File: src/rtl/conv_pkg.sv
// Shared definitions for the convolution sequencing controller.
//   conv_state_t : controller state encoding (also exported on state_o)
//   RES_SEL_*    : result-port select values driven on res_sel_o
//   N_WT_ROWS    : number of weight-row beats per job
package conv_pkg;

  typedef enum logic [2:0] {
    ST_IDLE    = 3'd0,
    ST_LOAD_W  = 3'd1,
    ST_LOAD_D  = 3'd2,
    ST_COMPUTE = 3'd3,
    ST_WRITE_A = 3'd4,
    ST_WRITE_B = 3'd5,
    ST_DONE    = 3'd6
  } conv_state_t;

  localparam logic RES_SEL_A = 1'b0;
  localparam logic RES_SEL_B = 1'b1;

  localparam int unsigned N_WT_ROWS = 3;

endpackage

File: src/rtl/conv_beat_cnt.sv
// Saturating beat counter with a loadable limit.
//   clk, rst_n : clock, asynchronous active-low reset
//   load       : restart at 0 and capture lim_val as the limit
//   lim_val    : limit captured on load
//   en         : count one beat (ignored once cnt reaches the limit)
//   cnt        : beats counted so far
//   tc         : the beat being counted now is the last one (cnt == limit-1)
module conv_beat_cnt
  import conv_pkg::*;
#(
  parameter int unsigned W = 8
) (
  input  logic         clk,
  input  logic         rst_n,
  input  logic         load,
  input  logic [W-1:0] lim_val,
  input  logic         en,
  output logic [W-1:0] cnt,
  output logic         tc
);

  logic [W-1:0] lim;
  logic [W:0]   cnt_nxt;

  // One bit wider so a limit of all-ones never aliases to zero.
  assign cnt_nxt = {1'b0, cnt} + (W+1)'(1);
  assign tc      = (cnt_nxt == {1'b0, lim});

  always_ff @(posedge clk or negedge rst_n) begin
    if (!rst_n) begin
      cnt <= '0;
      lim <= '0;
    end else if (load) begin
      cnt <= '0;
      lim <= lim_val;
    end else if (en && (cnt != lim)) begin
      cnt <= cnt_nxt[W-1:0];
    end
  end

endmodule

File: src/rtl/conv_seq_ctrl.sv
// Convolution job sequencer: loads 3 weight rows and cfg_len data words from
// a shared source handshake, runs the MAC for CALC_LAT cycles, then hands out
// two results (out_a, out_b) before pulsing done_o.
//   wb_clk_i, wb_rst_ni        : clock, asynchronous active-low reset
//   start_i, abort_i           : job start (IDLE only) / job cancel
//   cfg_len_i                  : data-word count, sampled on start acceptance
//   src_vld_i, src_rdy_o       : source beat handshake (weights then data)
//   wt_ld_o                    : one-hot weight-row load strobe
//   din_ld_o, din_idx_o        : data-word load strobe and index
//   mac_clr_o, mac_en_o        : accumulator clear / enable
//   res_vld_o, res_rdy_i, res_sel_o : result handshake, 0=out_a 1=out_b
//   busy_o, done_o, ovr_o      : job active, done pulse, sticky overrun
//   weight_flag_o .. out_b_flag_o : per-phase completion flags
//   state_o                    : current state encoding
module conv_seq_ctrl
  import conv_pkg::*;
#(
  parameter int unsigned LEN_W    = 8,
  parameter int unsigned CALC_LAT = 4
) (
  input  logic             wb_clk_i,
  input  logic             wb_rst_ni,
  input  logic             start_i,
  input  logic             abort_i,
  input  logic [LEN_W-1:0] cfg_len_i,
  input  logic             src_vld_i,
  output logic             src_rdy_o,
  output logic [2:0]       wt_ld_o,
  output logic             din_ld_o,
  output logic [LEN_W-1:0] din_idx_o,
  output logic             mac_clr_o,
  output logic             mac_en_o,
  output logic             res_vld_o,
  input  logic             res_rdy_i,
  output logic             res_sel_o,
  output logic             busy_o,
  output logic             done_o,
  output logic             ovr_o,
  output logic [2:0]       weight_flag_o,
  output logic             data_in_flag_o,
  output logic             out_a_flag_o,
  output logic             out_b_flag_o,
  output logic [2:0]       state_o
);

  localparam int unsigned       CALC_W   = $clog2(CALC_LAT + 1);
  localparam logic [LEN_W-1:0]  WT_BEATS = LEN_W'(N_WT_ROWS);
  localparam logic [CALC_W-1:0] CALC_LIM = CALC_W'(CALC_LAT);

  conv_state_t       state, state_nxt;
  logic [LEN_W-1:0]  len_q;
  logic              xfer, res_acc, start_acc;
  logic              beat_load, beat_tc;
  logic [LEN_W-1:0]  beat_lim, beat_cnt;
  logic              calc_tc;
  logic [CALC_W-1:0] calc_cnt;

  // Abort wins over any handshake in the same cycle: the beat is dropped.
  assign xfer      = src_vld_i & src_rdy_o & ~abort_i;
  assign res_acc   = res_vld_o & res_rdy_i & ~abort_i;
  assign start_acc = start_i & (state == ST_IDLE);

  // One counter serves both load phases: limit 3 for weights, then reloaded
  // with the latched length on the last weight beat.
  conv_beat_cnt #(.W(LEN_W)) u_beat_cnt (
    .clk     (wb_clk_i),
    .rst_n   (wb_rst_ni),
    .load    (beat_load),
    .lim_val (beat_lim),
    .en      (xfer),
    .cnt     (beat_cnt),
    .tc      (beat_tc)
  );

  // Held in load outside COMPUTE so it always enters COMPUTE at zero.
  conv_beat_cnt #(.W(CALC_W)) u_calc_cnt (
    .clk     (wb_clk_i),
    .rst_n   (wb_rst_ni),
    .load    (state != ST_COMPUTE),
    .lim_val (CALC_LIM),
    .en      (state == ST_COMPUTE),
    .cnt     (calc_cnt),
    .tc      (calc_tc)
  );

  always_comb begin
    state_nxt = state;
    src_rdy_o = 1'b0;
    wt_ld_o   = '0;
    din_ld_o  = 1'b0;
    din_idx_o = '0;
    mac_en_o  = 1'b0;
    res_vld_o = 1'b0;
    res_sel_o = RES_SEL_A;
    done_o    = 1'b0;
    beat_load = 1'b0;
    beat_lim  = WT_BEATS;
    unique case (state)
      ST_IDLE: begin
        beat_load = 1'b1;
        if (start_i) state_nxt = ST_LOAD_W;
      end
      ST_LOAD_W: begin
        src_rdy_o = 1'b1;
        if (xfer) begin
          wt_ld_o = 3'b001 << beat_cnt[1:0];
          if (beat_tc) begin
            beat_load = 1'b1;
            beat_lim  = len_q;
            state_nxt = (len_q == '0) ? ST_COMPUTE : ST_LOAD_D;
          end
        end
      end
      ST_LOAD_D: begin
        src_rdy_o = 1'b1;
        din_idx_o = beat_cnt;
        if (xfer) begin
          din_ld_o = 1'b1;
          if (beat_tc) state_nxt = ST_COMPUTE;
        end
      end
      ST_COMPUTE: begin
        mac_en_o = (calc_cnt < CALC_LIM);
        if (calc_tc) state_nxt = ST_WRITE_A;
      end
      ST_WRITE_A: begin
        res_vld_o = 1'b1;
        res_sel_o = RES_SEL_A;
        if (res_rdy_i) state_nxt = ST_WRITE_B;
      end
      ST_WRITE_B: begin
        res_vld_o = 1'b1;
        res_sel_o = RES_SEL_B;
        if (res_rdy_i) state_nxt = ST_DONE;
      end
      ST_DONE: begin
        done_o    = 1'b1;
        state_nxt = ST_IDLE;
      end
      default: state_nxt = ST_IDLE;
    endcase
    if (abort_i && (state != ST_IDLE)) state_nxt = ST_IDLE;
  end

  always_ff @(posedge wb_clk_i or negedge wb_rst_ni) begin
    if (!wb_rst_ni) begin
      state          <= ST_IDLE;
      len_q          <= '0;
      mac_clr_o      <= 1'b0;
      ovr_o          <= 1'b0;
      weight_flag_o  <= '0;
      data_in_flag_o <= 1'b0;
      out_a_flag_o   <= 1'b0;
      out_b_flag_o   <= 1'b0;
    end else begin
      state     <= state_nxt;
      mac_clr_o <= start_acc;
      if (start_acc) begin
        len_q          <= cfg_len_i;
        ovr_o          <= 1'b0;
        weight_flag_o  <= '0;
        data_in_flag_o <= 1'b0;
        out_a_flag_o   <= 1'b0;
        out_b_flag_o   <= 1'b0;
      end
      if (start_i && (state != ST_IDLE)) ovr_o <= 1'b1;
      if (state == ST_LOAD_W) weight_flag_o <= weight_flag_o | wt_ld_o;
      if (xfer && beat_tc &&
          ((state == ST_LOAD_D) || ((state == ST_LOAD_W) && (len_q == '0))))
        data_in_flag_o <= 1'b1;
      if (res_acc && (state == ST_WRITE_A)) out_a_flag_o <= 1'b1;
      if (res_acc && (state == ST_WRITE_B)) out_b_flag_o <= 1'b1;
    end
  end

  assign busy_o  = (state != ST_IDLE);
  assign state_o = state;

endmodule

File: config.mk
export PLATFORM = sky130hd
export DESIGN_NAME = conv_seq_ctrl
export DESIGN_NICKNAME = d
export VERILOG_FILES = /design/src/rtl/conv_pkg.sv /design/src/rtl/conv_beat_cnt.sv /design/src/rtl/conv_seq_ctrl.sv
export SDC_FILE = /design/constraint.sdc
export NUM_CORES = 1
export LEC_CHECK = 0
export ABC_AREA = 1
export BUFFER_PORTS_ARGS = -buffer_cell sky130_fd_sc_hd__buf_2
export CAP_MARGIN = 20
export CORE_MARGIN = 4
export CORE_UTILIZATION = 61
export CTS_BUF_LIST = sky130_fd_sc_hd__clkbuf_2 sky130_fd_sc_hd__clkbuf_4 sky130_fd_sc_hd__clkbuf_8
export DETAILED_ROUTE_END_ITERATION = 16
export PLACE_DENSITY = 0.86
export SETUP_SLACK_MARGIN = 0.15
export SYNTH_ARGS = -nofsm -noshare
export SYNTH_HDL_FRONTEND = slang
export SYNTH_HIERARCHICAL = 1
export SYNTH_SLANG_ARGS = --single-unit
File: constraint.sdc
create_clock -name wb_clk_i -period 7.1 [get_ports wb_clk_i]
set_clock_uncertainty 0.15 [all_clocks]
set_input_delay 1.065 -clock wb_clk_i [delete_from_list [all_inputs] [get_ports wb_clk_i]]
set_output_delay 1.065 -clock wb_clk_i [all_outputs]
set_load 0.01 [all_outputs]
Word level (Yosys, flattened, before mapping)

Index checks and enable logic that the tools add are counted.

Register bits after elaboration: 39
Word-level logic and storage cells: 103

Add/subtract/negate cells: 2
Order comparisons: 1
Equal/unequal tests: 19
Shift-type cells: 1
Muxes and demuxes: 38
Bitwise operators: 7
Reductions and logical operators: 23

Operators with widths:

| cell                                                            | number |
|---|---|
| 8-bit 2-to-1 mux                                                | 6 |
| 3-bit 2-to-1 mux                                                | 15 |
| 3-bit one-hot mux with 6 select lines                           | 1 |
| 1-bit 2-to-1 mux                                                | 15 |
| 3-bit != test, second input constant                            | 5 |
| 2-bit nonzero test                                              | 7 |
| 3-bit by 2-bit != test with 1-bit output, second input constant | 4 |
| 8-bit by 1-bit adder with 9-bit output, second input constant   | 1 |
| 3-bit == test, second input constant                            | 3 |
| 9-bit by 8-bit == test with 1-bit output                        | 1 |
| 1-bit logical AND                                               | 9 |
| 8-bit zero test                                                 | 1 |
| 8-bit != test                                                   | 1 |
| 8-bit AND reduction                                             | 1 |
| 3-bit by 2-bit == test with 1-bit output, second input constant | 2 |
| 1-bit bitwise AND                                               | 5 |
| 3-bit by 1-bit adder with 4-bit output, second input constant   | 1 |
| 4-bit by 3-bit == test with 1-bit output                        | 1 |
| 2-bit OR reduction                                              | 2 |
| 3-bit by 1-bit == test with 1-bit output, second input constant | 1 |
| 3-bit zero test                                                 | 1 |
| 3-bit less-than comparator, second input constant               | 1 |
| 3-bit != test                                                   | 1 |
| 3-bit bitwise OR                                                | 1 |
| other kinds (5)                                                 | 5 |

Logic depth before layout (Yosys ltp)

Word-level depth: 9
Gate-level depth with buffers: 17
Gate-level depth less buffers: 16

By module

Netlist, hierarchy kept.

By module, submodules not included:

| module                     | times used | cells an instance | area each (µm²) | sequential area each (µm²) |
|---|---|---|---|---|
| conv_seq_ctrl              | 1          | 158               | 1117.3          | 475.5 |
| conv_beat_cnt (u_beat_cnt) | 1          | 154               | 1046.0          | 400.4 |
| conv_beat_cnt (u_calc_cnt) | 1          | 45                | 350.3           | 150.1 |

Worst setup path after synthesis

Ideal clock, no wire load.

Path type: input-to-output
Start: input port abort_i
End: output port wt_ld_o[2]
Arrival time: 1.582 ns
Path slack: 4.303 ns
Cell stages on the path: 5
Path through: inv_1 > nand3_4 > nor2_1 > nand3_1 > inv_1

Longest elaborated chain between the ends: 4

Ends and longest elaborated chain:

| element            | line                 | source |
|---|---|---|
| start: declaration | conv_seq_ctrl.sv:24  | `input logic abort_i,` |
| 1-bit inverter     | conv_seq_ctrl.sv:59  | `assign xfer = src_vld_i & src_rdy_o & ~abort_i;` |
| 1-bit bitwise AND  | conv_seq_ctrl.sv:59  |  |
| 3-bit 2-to-1 mux   | conv_seq_ctrl.sv:105 | `if (xfer) begin` |
| 3-bit 2-to-1 mux   | conv_seq_ctrl.sv:98  | `unique case (state)` |
| end: declaration   | conv_seq_ctrl.sv:28  | `output logic [2:0] wt_ld_o,` |

No other way between the ends.

Final worst setup path

Start: register state[0], in the netlist state_o[0]
End: output port wt_ld_o[2]

Longest elaborated chain between the ends: 7

Ends and longest elaborated chain:

| element                                                                                                     | line                 | source |
|---|---|---|
| start: declaration                                                                                          | conv_seq_ctrl.sv:50  | `conv_state_t state, state_nxt;` |
| start signal: assignment                                                                                    | conv_seq_ctrl.sv:156 | `state <= state_nxt;` |
| 3-bit by 1-bit == test with 1-bit output / 3-bit by 2-bit == test with 1-bit output (equally long branches) | conv_seq_ctrl.sv:98  |  |
| 2-bit OR reduction (no line)                                                                                | --                   |  |
| 1-bit 2-to-1 mux                                                                                            | conv_seq_ctrl.sv:98  |  |
| 1-bit bitwise AND (2 in series)                                                                             | conv_seq_ctrl.sv:59  |  |
| 3-bit 2-to-1 mux                                                                                            | conv_seq_ctrl.sv:105 |  |
| 3-bit 2-to-1 mux (*)                                                                                        | conv_seq_ctrl.sv:98  |  |

Every way passes the cells marked *; elsewhere a longest branch is shown, timed or not.

==> impl_metrics.yaml <==
status:
  status: "complete, no violations"
drt:
  firstDrtPassIters: 5
  wl_per_cell_um: 11.8
  vias: 2326
  via_per_inst: 5.17
  drt-initial-drc-count: 153
  wirelength_mm: 5.30
  ant_nets: 0
  drcViolationCount: 0
final_layout:
  final_cell_mix: "nand2_1, inv_1, buf_2, nor2_1, dfrtp_1"
  syn_to_final_growth_pct: 13.9
  layout_commonest_cell: "nand2_1"
  layout-drive-gt1-share_pct: 18.0
  fillerInstances: 347
  antenna_cells: 0
  stdcell_count: 450
  nets: 415
  design_area_mm2: 0.00286
  utilization_pct: 71.6
placement:
  port_buffers: 42
  place_ws_ps: 4000
  place_congestion: 0.956
  dp.cells: 442
  dpl_cell_area_mm2: 0.00274
  dp_hpwl_mm: 3.99
cts:
  cts_sinks: 41
  cts_buffers: 5
  cts_tree: "built"
  cts_setup_buffers: 0
  h-tree-depth: 2
  clk_pin_slew_ps: 80
  cts_root_buffer: "clkbuf_8"
  ctsHoldBuffers: 0
  cts_max_path_buffers: 2
  ctsResizeCount: 0
  worst_skew_pair.late_latency_ps: 300
worst_hold_path:
  hp-start: "weight_flag_o[2]"
  hp-class: "reg -> reg"
  holdPathStages: 2
  holdPathEnd: "weight_flag_o[2]"
sta:
  hold_viol_final: 0
  clock.fmax_ghz: 0.322
  relSlewSlack_pct: 42.0
  drv_slew: 0
  finalCritPeriodShare_pct: 43.7
  setup_viol: 0
  worst_slew_pin_slew_ps: 870
  setup_tns_ps: 0
  whs_ps: 327
  fin_ws_ps: 4000
  finalCriticalPeriod_ps: 3100
  rsz0062_at_grt: "no"
critical_path:
  endpoint_kind: "output port"
  r2r_cells: 14
  crit_type: "reg -> out"
  r2r_slack_ps: 4220
  r2r_start: "u_beat_cnt/cnt[0]"
  reg2reg_to: "u_beat_cnt/cnt[3]"
  crit_required_ps: 5880
  arrival_ps: 1890
  startpoint_type: "register"
  critPathMaxFanout: 13
floorplan:
  die_y_um: 72.2
  start_util_pct: 62.8
  design.core.area_mm2: 0.00400
  io_pins: 43
  die_w_um: 72.2
  row_count: 23
  dieArea_mm2: 0.00521
logic_synthesis:
  synth_warnings: 6
  netlist_instances: 357
  postSynthAreaPerCell_um2: 7.04
  syn-cell-area_mm2: 0.00251
  synth-seq-cells: 41
  synthDominantCellAreaShare_pct: 40.8
  synthTopCellsByArea: "dfrtp_1, nand2_1, inv_1"
  ys_types: 32
  synth_area_leader_cell: "dfrtp_1"
  ys_seq_area_share_pct: 40.8
pwr:
  vdd_drop_max_v: 0.000181
  power.total_mw: 0.832
  p_leak_nw: 1.62
  cellPowerDensity_mw_per_mm2: 291
global_route:
  grt_overflow: 0
  grt_pass1_wl_mm: 9.01
  grtUsageTotal_pct: 22.1
  grt_start_max_net_pins: 42
  grt_pass1_vias: 2043
  antenna_found_initial: 0
flow_run:
  max_cap_viol_count: 0
==> worst max-delay path, cell delays in order (launching register included) <==
cell     delay, ps
dfrtp_1        500
inv_1          120
nand3_2        260
nand2_4        170
nand3_4        110
nor2_1         150
nand3_1        110
inv_1           60
buf_2          120
==> synth_stat cells <==
library cell / n
nand2_1: 111
inv_1: 47
dfrtp_1: 41
nor2_1: 41
nand3_1: 30
o21ai_0: 16
nand4_1: 11
xnor2_1: 8
inv_2: 6
nand2_2: 5
nand3_2: 4
a21oi_1: 3
nand2_4: 3
o21ai_1: 3
xor2_1: 3
buf_2: 2
buf_4: 2
clkbuf_1: 2
conb_1: 2
ha_1: 2
nor2_4: 2
nor3_1: 2
or2_1: 2
a32o_1: 1
buf_1: 1
buf_6: 1
nand3_4: 1
nand3b_1: 1
nor2_2: 1
o21bai_1: 1
o31ai_1: 1
or2_0: 1
==> layer usage <==
metal / track usage [%] / up-vias / part of all wire [%]
li1: - / 1193 / -
met1: 28.2 / 1042 / 44
met2: 36.4 / 77 / 48
met3: 5.40 / 14 / 6.1
met4: 8.14 / 0 / 1.8
met5: 0 / - / 0
==> where the power goes <==
| part | switching [mW] | leakage [nW] | internal, mW |
|---|---|---|---|
| Clock | 0.0826 | 0.0619 | 0.118 |
| Combinational | 0.213 | 1.02 | 0.0955 |
| Sequential | 0.0396 | 0.539 | 0.283 |
==> cell families (layout without fill, tap and decap cells) <==
family / count (synthesis) / after routing / share of synthesized area [%]
AO/OA/AOI/OAI: 25 / 25 / 5.38
XOR/XNOR: 11 / 11 / 3.83
adder cells (fa/ha/maj): 2 / 2 / 0.995
buffers and inverters: 61 / 103 / 9.81
flip-flops: 41 / 41 / 40.8
other: 2 / 3 / 0.299
AND/OR/NAND/NOR: 215 / 215 / 38.9
==> state kept, by name (all words and copies together) (netlist names), 3 cells and up <==
register and flops:
state_o 3, weight_flag_o 3, u_calc_cnt/lim 3, u_beat_cnt/lim 8, u_calc_cnt/cnt 3, u_beat_cnt/cnt 8, len_q 8
==> worst max-delay path by stage <==
| stage | start | endpoint | slack, ps | cells past startpoint |
|---|---|---|---|---|
| 5_1_grt | state_o[2] | wt_ld_o[0] | 3810 | 8 |
| 3_5_place_dp | abort_i | wt_ld_o[2] | 4000 | 7 |
| 3_3_place_gp | abort_i | wt_ld_o[2] | 4060 | 7 |
| 2_1_floorplan | abort_i | wt_ld_o[2] | 4300 | 5 |
| 6_report | state_o[0] | wt_ld_o[2] | 4000 | 8 |
| 4_1_cts | state_o[0] | wt_ld_o[2] | 3980 | 8 |
==> layout make-up <==
| cell class | instances | area, um2 | area share, % |
|---|---|---|---|
| Tap cell | 50 | 62.6 | 2.19 |
| Timing Repair Buffer | 42 | 210 | 7.34 |
| Multi-Input combinational cell | 256 | 1240 | 43.5 |
| Sequential cell | 41 | 1030 | 35.8 |
| Clock inverter | 1 | 30.0 | 1.05 |
| Inverter | 53 | 199 | 6.95 |
| Clock buffer | 7 | 90.1 | 3.15 |
Note: power is estimated with default switching activity, not from simulation.
